## src/rtl/tl_pkg.sv

```systemverilog
// Shared TileLink-UL encodings for the master: opcodes, beat field offsets and FSM states.
package tl_pkg;

  localparam int TL_W       = 101;
  localparam int TL_ADDR_W  = 27;
  localparam int TL_DATA_W  = 64;

  localparam int OPCODE_LSB = 98;
  localparam int PARAM_LSB  = 95;
  localparam int SIZE_LSB   = 91;
  localparam int ADDR_LSB   = 64;
  localparam int DENIED_BIT = 90;

  localparam logic [2:0] A_PUT_FULL = 3'd0;
  localparam logic [2:0] A_GET_OP   = 3'd4;
  localparam logic [2:0] D_ACK      = 3'd0;
  localparam logic [2:0] D_ACK_DATA = 3'd1;

  typedef enum logic [2:0] {
    IDLE   = 3'd0,
    A_PUT  = 3'd1,
    A_GET  = 3'd2,
    D_WAIT = 3'd3,
    DONE   = 3'd4
  } state_t;

  function automatic logic [TL_W-1:0] a_beat(input logic [2:0]           opcode,
                                             input logic [3:0]           size,
                                             input logic [TL_ADDR_W-1:0] addr,
                                             input logic [TL_DATA_W-1:0] data);
    logic [TL_W-1:0] beat;
    beat = '0;
    beat[OPCODE_LSB +: 3]       = opcode;
    beat[PARAM_LSB +: 3]        = 3'd0;
    beat[SIZE_LSB +: 4]         = size;
    beat[ADDR_LSB +: TL_ADDR_W] = addr;
    beat[0 +: TL_DATA_W]        = data;
    return beat;
  endfunction

endpackage

```

## src/rtl/tilelink_master_ul.sv

```systemverilog
// TileLink-UL master: turns one user command into a PutFullData burst or a Get,
// then collects the D-channel response with error and timeout detection.
module tilelink_master_ul
  import tl_pkg::*;
#(
  parameter int ADDR_W   = 27,
  parameter int DATA_W   = 64,
  parameter int MAX_SIZE = 6,
  parameter int TIMEOUT  = 256
) (
  input  logic              clk,
  input  logic              rst,
  input  logic              cmd_valid,
  output logic              cmd_ready,
  input  logic              cmd_write,
  input  logic [ADDR_W-1:0] cmd_addr,
  input  logic [3:0]        cmd_size,
  input  logic              wr_valid,
  output logic              wr_ready,
  input  logic [DATA_W-1:0] wr_data,
  output logic              rd_valid,
  input  logic              rd_ready,
  output logic [DATA_W-1:0] rd_data,
  output logic              rd_last,
  output logic              resp_done,
  output logic              resp_err,
  output logic              m_a_valid,
  input  logic              s_a_ready,
  output logic [TL_W-1:0]   o_a_data,
  input  logic              s_d_valid,
  output logic              m_d_ready,
  input  logic [TL_W-1:0]   i_d_data
);

  localparam int BEAT_W = (MAX_SIZE > 3) ? MAX_SIZE - 3 : 1;
  localparam int IDLE_W = $clog2(TIMEOUT + 1);
  localparam logic [3:0] MAX_SIZE_L = 4'(MAX_SIZE);

  state_t state, state_next;

  logic              is_write;
  logic [ADDR_W-1:0] addr_q;
  logic [3:0]        size_q;
  logic [BEAT_W-1:0] beats_last, beats_last_next, beat_cnt;
  logic [IDLE_W-1:0] idle_cnt;
  logic              err_q;

  logic size_bad, last_beat, d_fire, d_bad, idle_expired;
  logic unused_d;

  assign size_bad     = cmd_size > MAX_SIZE_L;
  assign last_beat    = beat_cnt == beats_last;
  assign d_fire       = s_d_valid && (is_write || rd_ready);
  assign d_bad        = i_d_data[DENIED_BIT] ||
                        (i_d_data[OPCODE_LSB +: 3] != (is_write ? D_ACK : D_ACK_DATA));
  assign idle_expired = idle_cnt == IDLE_W'(TIMEOUT - 1);
  assign unused_d     = ^{i_d_data[PARAM_LSB +: 3], i_d_data[SIZE_LSB +: 4], i_d_data[ADDR_LSB +: 26]};

  // Beats are stored as count-minus-one so one 8-beat burst fits in BEAT_W bits.
  always_comb begin
    beats_last_next = '0;
    if (cmd_size > 4'd3)
      beats_last_next = BEAT_W'((32'd1 << (cmd_size - 4'd3)) - 32'd1);
  end

  always_ff @(posedge clk) begin
    if (rst) state <= IDLE;
    else     state <= state_next;
  end

  always_comb begin
    state_next = state;
    cmd_ready  = 1'b0;
    wr_ready   = 1'b0;
    rd_valid   = 1'b0;
    rd_data    = '0;
    rd_last    = 1'b0;
    resp_done  = 1'b0;
    resp_err   = 1'b0;
    m_a_valid  = 1'b0;
    o_a_data   = '0;
    m_d_ready  = 1'b0;
    case (state)
      IDLE: begin
        cmd_ready = !rst;
        if (cmd_valid && !rst)
          state_next = size_bad ? DONE : (cmd_write ? A_PUT : A_GET);
      end
      A_PUT: begin
        m_a_valid = wr_valid;
        wr_ready  = s_a_ready;
        o_a_data  = a_beat(A_PUT_FULL, size_q, TL_ADDR_W'(addr_q), TL_DATA_W'(wr_data));
        if (wr_valid && s_a_ready && last_beat) state_next = D_WAIT;
      end
      A_GET: begin
        m_a_valid = 1'b1;
        o_a_data  = a_beat(A_GET_OP, size_q, TL_ADDR_W'(addr_q), '0);
        if (s_a_ready) state_next = D_WAIT;
      end
      D_WAIT: begin
        if (is_write) begin
          m_d_ready = 1'b1;
        end else begin
          m_d_ready = rd_ready;
          rd_valid  = s_d_valid;
          rd_data   = DATA_W'(i_d_data[0 +: TL_DATA_W]);
          rd_last   = s_d_valid && last_beat;
        end
        if (d_fire && (is_write || last_beat))
          state_next = DONE;
        else if (!d_fire && idle_expired)
          state_next = DONE;
      end
      DONE: begin
        resp_done  = 1'b1;
        resp_err   = err_q;
        state_next = IDLE;
      end
      default: state_next = IDLE;
    endcase
  end

  // beat_cnt is shared: it counts A beats for a write, then D beats for a read.
  always_ff @(posedge clk) begin
    if (rst) begin
      is_write   <= 1'b0;
      addr_q     <= '0;
      size_q     <= '0;
      beats_last <= '0;
      beat_cnt   <= '0;
      idle_cnt   <= '0;
      err_q      <= 1'b0;
    end else begin
      case (state)
        IDLE: begin
          if (cmd_valid) begin
            is_write   <= cmd_write;
            addr_q     <= cmd_addr;
            size_q     <= cmd_size;
            beats_last <= beats_last_next;
            beat_cnt   <= '0;
            idle_cnt   <= '0;
            err_q      <= size_bad;
          end
        end
        A_PUT: begin
          if (wr_valid && s_a_ready)
            beat_cnt <= last_beat ? '0 : beat_cnt + 1'b1;
        end
        D_WAIT: begin
          if (d_fire) begin
            idle_cnt <= '0;
            beat_cnt <= beat_cnt + 1'b1;
            if (d_bad) err_q <= 1'b1;
          end else begin
            idle_cnt <= idle_cnt + 1'b1;
            if (idle_expired) err_q <= 1'b1;
          end
        end
        DONE: err_q <= 1'b0;
        default: ;
      endcase
    end
  end

endmodule

```

## config.mk

```make
export PLATFORM = sky130hd
export DESIGN_NAME = tilelink_master_ul
export DESIGN_NICKNAME = d
export VERILOG_FILES = /design/src/rtl/tl_pkg.sv /design/src/rtl/tilelink_master_ul.sv
export SDC_FILE = /design/constraint.sdc
export NUM_CORES = 1
export LEC_CHECK = 0
export BUFFER_PORTS_ARGS = -buffer_cell sky130_fd_sc_hd__buf_2
export CAP_MARGIN = 25
export CORE_AREA = 5 5 145 147
export DETAILED_ROUTE_END_ITERATION = 10
export DIE_AREA = 0 0 150 152
export GPL_TIMING_DRIVEN = 0
export SLEW_MARGIN = 20
export SYNTH_ARGS = -nofsm -noshare
export SYNTH_HDL_FRONTEND = slang
export SYNTH_SLANG_ARGS = --single-unit
export TNS_END_PERCENT = 1
```

## constraint.sdc

```tcl
create_clock -name clk -period 1.94 [get_ports clk]
set_input_delay 0.388 -clock clk [delete_from_list [all_inputs] [get_ports clk]]
set_output_delay 0.388 -clock clk [all_outputs]
set_load 0.03 [all_outputs]
```

* Word-level counts from Yosys, hierarchy flattened
Index checks and enable logic that the tools add are counted.
** Word-level totals
- Flip-flop bits (word level) :: 51
- Input port bits :: 204
- Output and inout port bits :: 173
- Word-level logic and storage cells :: 89
** Cells by class
- Add/sub/neg operators :: 4
- Order comparisons :: 2
- Equal/unequal tests :: 16
- Shifts and indexed selects :: 1
- Multiplexer cells :: 37
- Reduce and logical (&&, ||, !) cells :: 21
** Operators by type and width (number)
- $pmux 101 s2 :: 1
- $mux 64 :: 2
- $mux 3 :: 11
- $mux 9 :: 2
- $pmux 9 s2 :: 1
- $mux 1 :: 15
- $ne 2x2->1 const B :: 6
- $pmux 3 s4 :: 1
- $reduce_and 4->1 :: 3
- $add 9x1->9 const B :: 1
- $eq 9x8->1 const B :: 1
- $ne 3x3->1 const B :: 3
- $pmux 3 s3 :: 1
- $logic_and 1x1->1 :: 7
- $eq 3x2->1 const B :: 2
- $reduce_bool 3->1 :: 2
- $gt 4x2->1 const B :: 1
- $gt 4x3->1 const B :: 1
- $reduce_and 2->1 :: 2
- $shl 1x4->3 const A :: 1
- $sub 4x2->4 const B :: 1
- $add 3x1->3 const B :: 1
- $eq 3x1->1 const B :: 1
- $eq 3x3->1 :: 1
- other kinds (10) :: 13

* Logic depth before layout (Yosys ltp)
Gate-level depths: netlist (run 1).
- Depth after elaboration :: 7
- Gate-level depth with buffers :: 8
- Depth with buffers taken out :: 8

* Worst setup path before layout (run 1)
OpenSTA, ideal clock, no wires.
- Path type :: register to output
- Start point :: register state[1]
- End point :: output m_a_valid
- Data arrival time :: 1765 ps
- Data required time :: 1552 ps
- Setup slack :: -213 ps
- Cell stages (with the launch flop) :: 5
- Path buffers :: 2
- Cell sequence :: dfxtp_1 -> buf_2 -> buf_4 -> nor3b_1 -> a21o_1
** Between the ends
- Longest elaborated chain between the ends :: 2
- Elaborated cells on any way between the ends :: 3
- Classes of those cells :: eq/ne: 2; mux: 1
** Ends and longest elaborated chain
- start, declared :: RTL line tilelink_master_ul.sv:39 : state_t state, state_next;
- start signal, assigned :: RTL line tilelink_master_ul.sv:68 : else state <= state_next;
- $eq 3x2->1 or $eq 3x1->1 (tied branches) :: RTL line tilelink_master_ul.sv:83 : case (state)
- $pmux 1 s2 * :: RTL line tilelink_master_ul.sv:83
- end, declared :: RTL line tilelink_master_ul.sv:27 : output logic m_a_valid,
Mark *: on every way between the ends. The rest lies on a longest branch, timed or not.

* Worst setup path after layout (run 1)
- Start point :: register state[2]
- End point :: output rd_data[37]
** Between the ends
- Longest elaborated chain between the ends :: 2
** Ends and longest elaborated chain
- $eq 3x2->1 :: RTL line tilelink_master_ul.sv:83
- $mux 64 :: RTL line tilelink_master_ul.sv:83
- end, declared :: RTL line tilelink_master_ul.sv:23 : output logic [DATA_W-1:0] rd_data,
Every way passes these cells.

==> flow_metrics.tcl, run 1 <==
set metrics [dict create \
    outcome "finished with violations" \
    failed_checks "setup timing" \
    area_growth_syn_to_layout_pct 117 \
    cts.htree.levels 2 \
    rr_endpoint "err_q$_SDFFE_PP0P_" \
    power_frac_seq 0.147 \
    gp_congestion 0.955 \
    synth-edff-count 0 \
    r2r_slack_ns 0.05 \
    worst-setup-path-type "reg2out" \
    insertion_delay_ns 0.29 \
    critical_path.max_stage_delay_ns 0.36 \
    busiest_layer "met2" \
    netlist_instances 495 \
    track_usage 0.167 \
    synth-seq-area-share 0.283 \
    routedWlPerCell_um 18.1 \
    use_met2 0.290 \
    regArea_um2 1040 \
    clockRootBuffer "clkbuf_16" \
    clkTransAtPathRegs_ns 0.07 \
    num_rows 52 \
    die_w_um 150 \
    fin_crit_sh 1.04 \
    rsz0062_at_grt "yes" \
    die_h_um 152 \
    drtPass1Iterations 4 \
    grt_use_met1 0.182 \
    ctsHoldBuffers 0 \
    via_per_inst 4.25 \
    clkPwrFrac 0.116 \
    synth-async-reset-ratio 0 \
    io-pin-count 377 \
    crit_path_start_kind "flip-flop" \
    final_cells 1148 \
    power_frac_comb 0.737 \
    crit_slowest_cell "dfxtp_4" \
    crit_required_ns 1.55 \
    synthDistinctLibCells 53 \
    drcViolationCount 0 \
    io_buffer_count 337 \
    hp-class "in2reg" \
    relSlewSlack 0.642 \
    tritoncts "yes" \
    die_area_um2 22800 \
    drive_gt1_frac 0.654 \
    p_sw_mw 4.32 \
    grt_pass1_vias 4893 \
    antenna_found_initial 15 \
    drt_iter0_markers 180 \
    swShare 0.440 \
    cp_top_family "buffers and inverters" \
    cp.depth 7 \
    grt_pass1_wl_mm 29.5 \
    multiInputGateArea_um2 2810 \
    num_vias 4881 \
    syn_area_per_cell_um2 7.29 \
    intPower_mw 5.49 \
    cts.sinks 51 \
    p_leak_nw 3.77 \
    ys.flop_type "dfxtp_1" \
    crit_arrival_ns 1.63 \
    grt_start_max_net_pins 17 \
    use_met3 0.0879 \
    finish.utilization 0.395 \
    setup_ws_ns -0.0821 \
    crit_fanout 6 \
    slew_violations 0 \
    crit_end "rd_data[37]" \
    nFillCells 2046 \
    finalSetupViolCount 106 \
    start_util 0.182 \
    hpwl_mm 16.6 \
    wl_mm 20.8 \
    cp_cell_sequence "buf_6 -> nor3_4 -> buf_6 -> buf_12 -> clkbuf_16 -> and2_4 -> buf_6" \
    reg2reg_depth 8 \
    core_area_um2 19800 \
    tightest_slew_ns 0.533 \
    power.density_nw_per_um2 1260 \
    numCtsBuffers 5 \
    fmaxAchievable_ghz 0.495 \
    drv_cap 0 \
    antenna_left 0 \
    cp-startpoint "state[2]$_SDFFE_PP0P_" \
    synth.cell_area_um2 3610 \
    overflow 0 \
    r2r_start "idle_cnt[0]$_SDFFE_PP0P_" \
    critPathBufInv 5 \
    final_net_count 1077 \
    period_needed_ns 2.02 \
    clock_path_buffers 2 \
    end_kind "output pin" \
    placed_cells 1106 \
    peakVddDrop_v 0.000689 \
    worst_path_most_repeated_cell "buf_6" \
    final.setup_skew_ns 0.00553 \
    finalHoldViolCount 0 \
    ys_ff_latch 51 \
    ys_warn_count 0 \
]
## sequential cells by signal, indices dropped and copies added (netlist names)
name        flops
is_write        1
beats_last      3
err_q           1
beat_cnt        3
state           3
size_q          4
idle_cnt        9
addr_q         27
## cells in the final DEF (no fill, tap or decap), types with 4 or more instances in the layout
master | netlist | final
a21oi_1 | 43 | 43
and2_1 | 161 | 26
and2_4 | 0 | 135
and3_1 | 7 | 5
buf_2 | 8 | 185
buf_4 | 10 | 29
buf_6 | 1 | 147
buf_8 | 0 | 15
clkbuf_1 | 21 | 5
clkbuf_16 | 0 | 14
clkbuf_4 | 0 | 10
conb_1 | 1 | 5
dfxtp_1 | 51 | 45
dfxtp_4 | 0 | 4
diode_2 | 0 | 10
ha_1 | 6 | 4
inv_1 | 7 | 7
nand2_1 | 69 | 68
nand2b_1 | 5 | 4
nand3_1 | 6 | 6
nand3b_1 | 7 | 7
nor2_1 | 15 | 12
nor3_1 | 11 | 8
o21ai_0 | 9 | 9
xor2_1 | 4 | 4
## routing by layer
layer | routed length (µm) | part of all wire
met5 | 62 | 0.0030
met4 | 411 | 0.020
met2 | 10200 | 0.49
met3 | 2490 | 0.12
met1 | 7600 | 0.37
## worst min path at each step
stage                                  startpoint                      end  slack (ns)  depth (start not counted)
after floorplan            addr_q[0]$_SDFFE_PP0P_   addr_q[0]$_SDFFE_PP0P_        0.43                          2
after global placement     size_q[0]$_SDFFE_PP0P_   size_q[0]$_SDFFE_PP0P_        0.44                          2
after detailed placement  addr_q[25]$_SDFFE_PP0P_  addr_q[25]$_SDFFE_PP0P_        0.44                          2
after CTS                            cmd_addr[23]  addr_q[23]$_SDFFE_PP0P_        0.33                          3
after global routing                 cmd_addr[19]  addr_q[19]$_SDFFE_PP0P_        0.34                          3
final                                cmd_addr[26]  addr_q[26]$_SDFFE_PP0P_        0.33                          3
## power groups by stage
stage / Sequential (mW) / Combinational (mW) / Clock, mW
3_3_place_gp: 1.39 / 4.69 / 0
4_1_cts: 1.40 / 6.57 / 1.15
6_report: 1.44 / 7.23 / 1.14
2_1_floorplan: 1.36 / 3.20 / 0
3_5_place_dp: 1.39 / 4.68 / 0
5_1_grt: 1.47 / 7.70 / 1.20
## cells by family (layout without fill, tap and decap cells)
| group | after synthesis | after routing | synth area share |
|---|---|---|---|
| and+or+nand+nor | 301 | 301 | 0.475 |
| AOI/OAI and AO/OA | 83 | 83 | 0.143 |
| DFF | 51 | 51 | 0.283 |
| buffers and inverters | 48 | 417 | 0.0652 |
| adders and majority gates | 6 | 6 | 0.0208 |
| xor gates and xnor gates | 5 | 5 | 0.0121 |
| other | 1 | 15 | 0.00104 |
## tightest hold or removal path, delay by kind of cell
| kind | cells | cell delay, ns |
|---|---|---|
| buffers and inverters | 1 | 0.09 |
| and+or+nand+nor | 1 | 0.05 |
| AOI/OAI and AO/OA | 1 | 0.05 |
## cell type report
class,count,share of cell area
antenna,10,0.00320
buffer,40,0.0557
clock buffer,5,0.0160
clock inverter,3,0.00864
inverter,7,0.00336
multi-input combinational,400,0.360
sequential,51,0.133
tap,270,0.0432
timing repair buffer,362,0.377
## through the flow
stage          TNS [ns]  power (mW)  hold slack (ns)  setup WS, ns  area [µm²]
2_1_floorplan    -0.119        4.55            0.432        -0.119        3630
3_3_place_gp     -47.15        6.08            0.439        -0.764        5650
3_5_place_dp     -50.11        6.07            0.443        -0.811        5650
5_1_grt          -12.84        10.4            0.336        -0.129        7800
4_1_cts          -11.33        9.11            0.325        -0.111        7290
6_report          -4.44        9.81            0.332       -0.0821        7820
## cell usage after synthesis (3+ instances only)
cell type  instances  share of area
nand3b_1           7          0.015
buf_4             10          0.021
o21ai_0            9          0.012
nor3_1            11          0.015
and2_1           161           0.28
a21o_1             3         0.0062
clkbuf_1          21          0.022
a211oi_1           3         0.0062
nand3_1            6         0.0083
nor3b_1            3         0.0062
a21oi_1           43          0.060
dfxtp_1           51           0.28
nand2b_1           5         0.0087
nor2_1            15          0.016
inv_1              7         0.0073
a311oi_1           3         0.0073
nand2_1           69          0.072
ha_1               6          0.021
buf_2              8          0.011
o211ai_1           3         0.0062
xor2_1             4         0.0097
and3_1             7          0.012
## repair_timing
item / in CTS / in global routing
setup endpoints to repair: 167 / 181
hold endpoints to repair: 0 / 0
pin swaps: 47 / 87
setup buffers: 14 / 3
cloned: 1 / 7
gates resized for setup: 432 / 121
Note: power is estimated with default switching activity, not from simulation.
==> run 2: changes to the inputs <==
==> constraint.sdc (replaced) <==
create_clock -name clk -period 1.94 [get_ports clk]
set_input_delay 0 -clock clk [delete_from_list [all_inputs] [get_ports clk]]
set_output_delay 0 -clock clk [all_outputs]
set_load 0.03 [all_outputs]
==> flow_metrics.tcl, run 2 (synthesized netlist as in run 1, its figures left out) <==
set metrics [dict create \
    start_util 0.182 \
    antenna_left 0 \
    clkTransAtPathRegs_ns 0.07 \
    met3_length_mm 1.90 \
    num_vias 4764 \
    largest_reg_flops 27 \
    grt_pass1_wl_mm 28.8 \
    stdcell_area_um2 6390 \
    final_net_count 1089 \
    crit_arrival_ns 2.03 \
    drtPass1Iterations 4 \
    clock_path_buffers 2 \
    antenna_found_initial 4 \
    drv_cap 0 \
    p_leak_nw 3.39 \
    die_area_um2 22800 \
    insertion_delay_ns 0.29 \
    hp-class "in2reg" \
    grt_start_max_net_pins 16 \
    wl_mm 19.3 \
    cts.htree.levels 2 \
    fin_crit_sh 0.966 \
    clockRootBuffer "clkbuf_16" \
    final.setup_skew_ns 0.00732 \
    io-pin-count 377 \
    regMostFlops "addr_q" \
    area_growth_syn_to_layout_pct 77.0 \
    tightest_slew_ns 0.629 \
    layout_common_cells "buf_2, and2_1, nand2_1" \
    crit_slowest_cell "dfxtp_2" \
    via_per_inst 4.13 \
    crit_path_start_kind "flip-flop" \
    drcViolationCount 0 \
    worst-setup-path-type "reg2reg" \
    io_buffer_count 337 \
    relSlewSlack 0.576 \
    critPathBufInv 0 \
    highest-signal-layer "met4" \
    wl_met2_mm 9.50 \
    fmaxAchievable_ghz 0.534 \
    cts.sinks 51 \
    slew_violations 0 \
    met1_length_mm 7.68 \
    numCtsBuffers 5 \
    gp_congestion 0.945 \
    peakVddDrop_v 0.000489 \
    drt_iter0_markers 167 \
    place_area_um2 5650 \
    num_rows 52 \
    end_kind "flip-flop" \
    overflow 0 \
    power.density_nw_per_um2 1150 \
    largestRegisters "addr_q (27), idle_cnt (9), size_q (4)" \
    drive_gt1_frac 0.465 \
    cp_cell_sequence "ha_4 -> and3_4 -> and3_4 -> and3_4 -> ha_4 -> nor3_1 -> a211oi_1 -> a221oi_1" \
    finalHoldViolCount 0 \
    grt_pass1_vias 4990 \
    finalPower_mw 7.37 \
    outcome "finished, final reports clean" \
    die_h_um 152 \
    die_w_um 150 \
    period_needed_ns 1.87 \
    cp_top_family "simple AND/OR/NAND/NOR gates" \
    nFillCells 2179 \
    crit_required_ns 2.10 \
    finalSetupViolCount 0 \
    crit_fanout 4 \
    hpwl_mm 16.1 \
    critical_path.max_stage_delay_ns 0.37 \
    rsz0062_at_grt "yes" \
    regArea_um2 1030 \
    final_common_cell "buf_2" \
    multiInputGateArea_um2 2460 \
    core_area_um2 19800 \
    fin_hold_ws_ns 0.0161 \
    track_usage 0.160 \
    worst_path_most_repeated_cell "and3_4" \
    tritoncts "yes" \
    routedWlPerCell_um 16.7 \
]
[run 2: metrics by stage]
step	instances	setup TNS, ns	util	setup slack, ns
floorplan	499	0	-	0.0592
global placement	1106	-14.71	0.285	-0.263
detailed placement	1106	-12.20	0.285	-0.243
CTS	1145	-0.101	0.314	-0.0228
global route	1154	-0.150	0.323	-0.0384
finish	1154	0	0.323	0.0663
[run 2: what timing repair did]
| action | 4_1_cts | 5_1_grt |
|---|---|---|
| pin swaps | 2 | 4 |
| cloned | 0 | 0 |
| hold endpoints to repair | 31 | 0 |
| endpoints found under the setup margin | 146 | 120 |
| setup buffers | 0 | 5 |
| hold buffers | 31 | 0 |
| resized for setup | 30 | 60 |
[run 2: area by class of cell]
cell class,count,area share
Buffer,41,0.0415
Antenna cell,4,0.00157
Clock buffer,6,0.0217
Inverter,7,0.00411
Multi-Input combinational cell,400,0.386
Timing Repair Buffer,373,0.326
Tap cell,270,0.0529
Sequential cell,51,0.161
Clock inverter,2,0.00549
[run 2: report_power, final]
| part | switching (mW) | internal [mW] |
|---|---|---|
| clock | 0.397 | 0.642 |
| sequential | 0.134 | 1.26 |
| combinational | 3.26 | 1.68 |
| total | 3.79 | 3.58 |
[run 2: path summary, 6_finish.rpt]
kind | start | to | slack (ns) | depth (start not counted)
worst max-delay path | idle_cnt[1]$_SDFFE_PP0P_ | state[0]$_SDFFE_PP0P_ | 0.07 | 8
worst min-delay path | cmd_valid | state[0]$_SDFFE_PP0P_ | 0.02 | 3
worst max register to register | idle_cnt[1]$_SDFFE_PP0P_ | state[0]$_SDFFE_PP0P_ | 0.07 | 8
worst min register to register | size_q[0]$_SDFFE_PP0P_ | size_q[0]$_SDFFE_PP0P_ | 0.45 | 2
[run 2: routing by layer]
metal	track usage	vias up
li1	-	2395
met1	0.183	2139
met4	0.0379	0
met3	0.0590	9
met2	0.282	221
met5	0	-
[run 2: worst register-to-register path: cells and delay by family, from the launching register on]
kind                       cells  cell delay, ns
and+or+nand+nor                4            0.64
AOI/OAI and AO/OA              2            0.46
DFF                            1            0.37
adders and majority gates      2            0.28
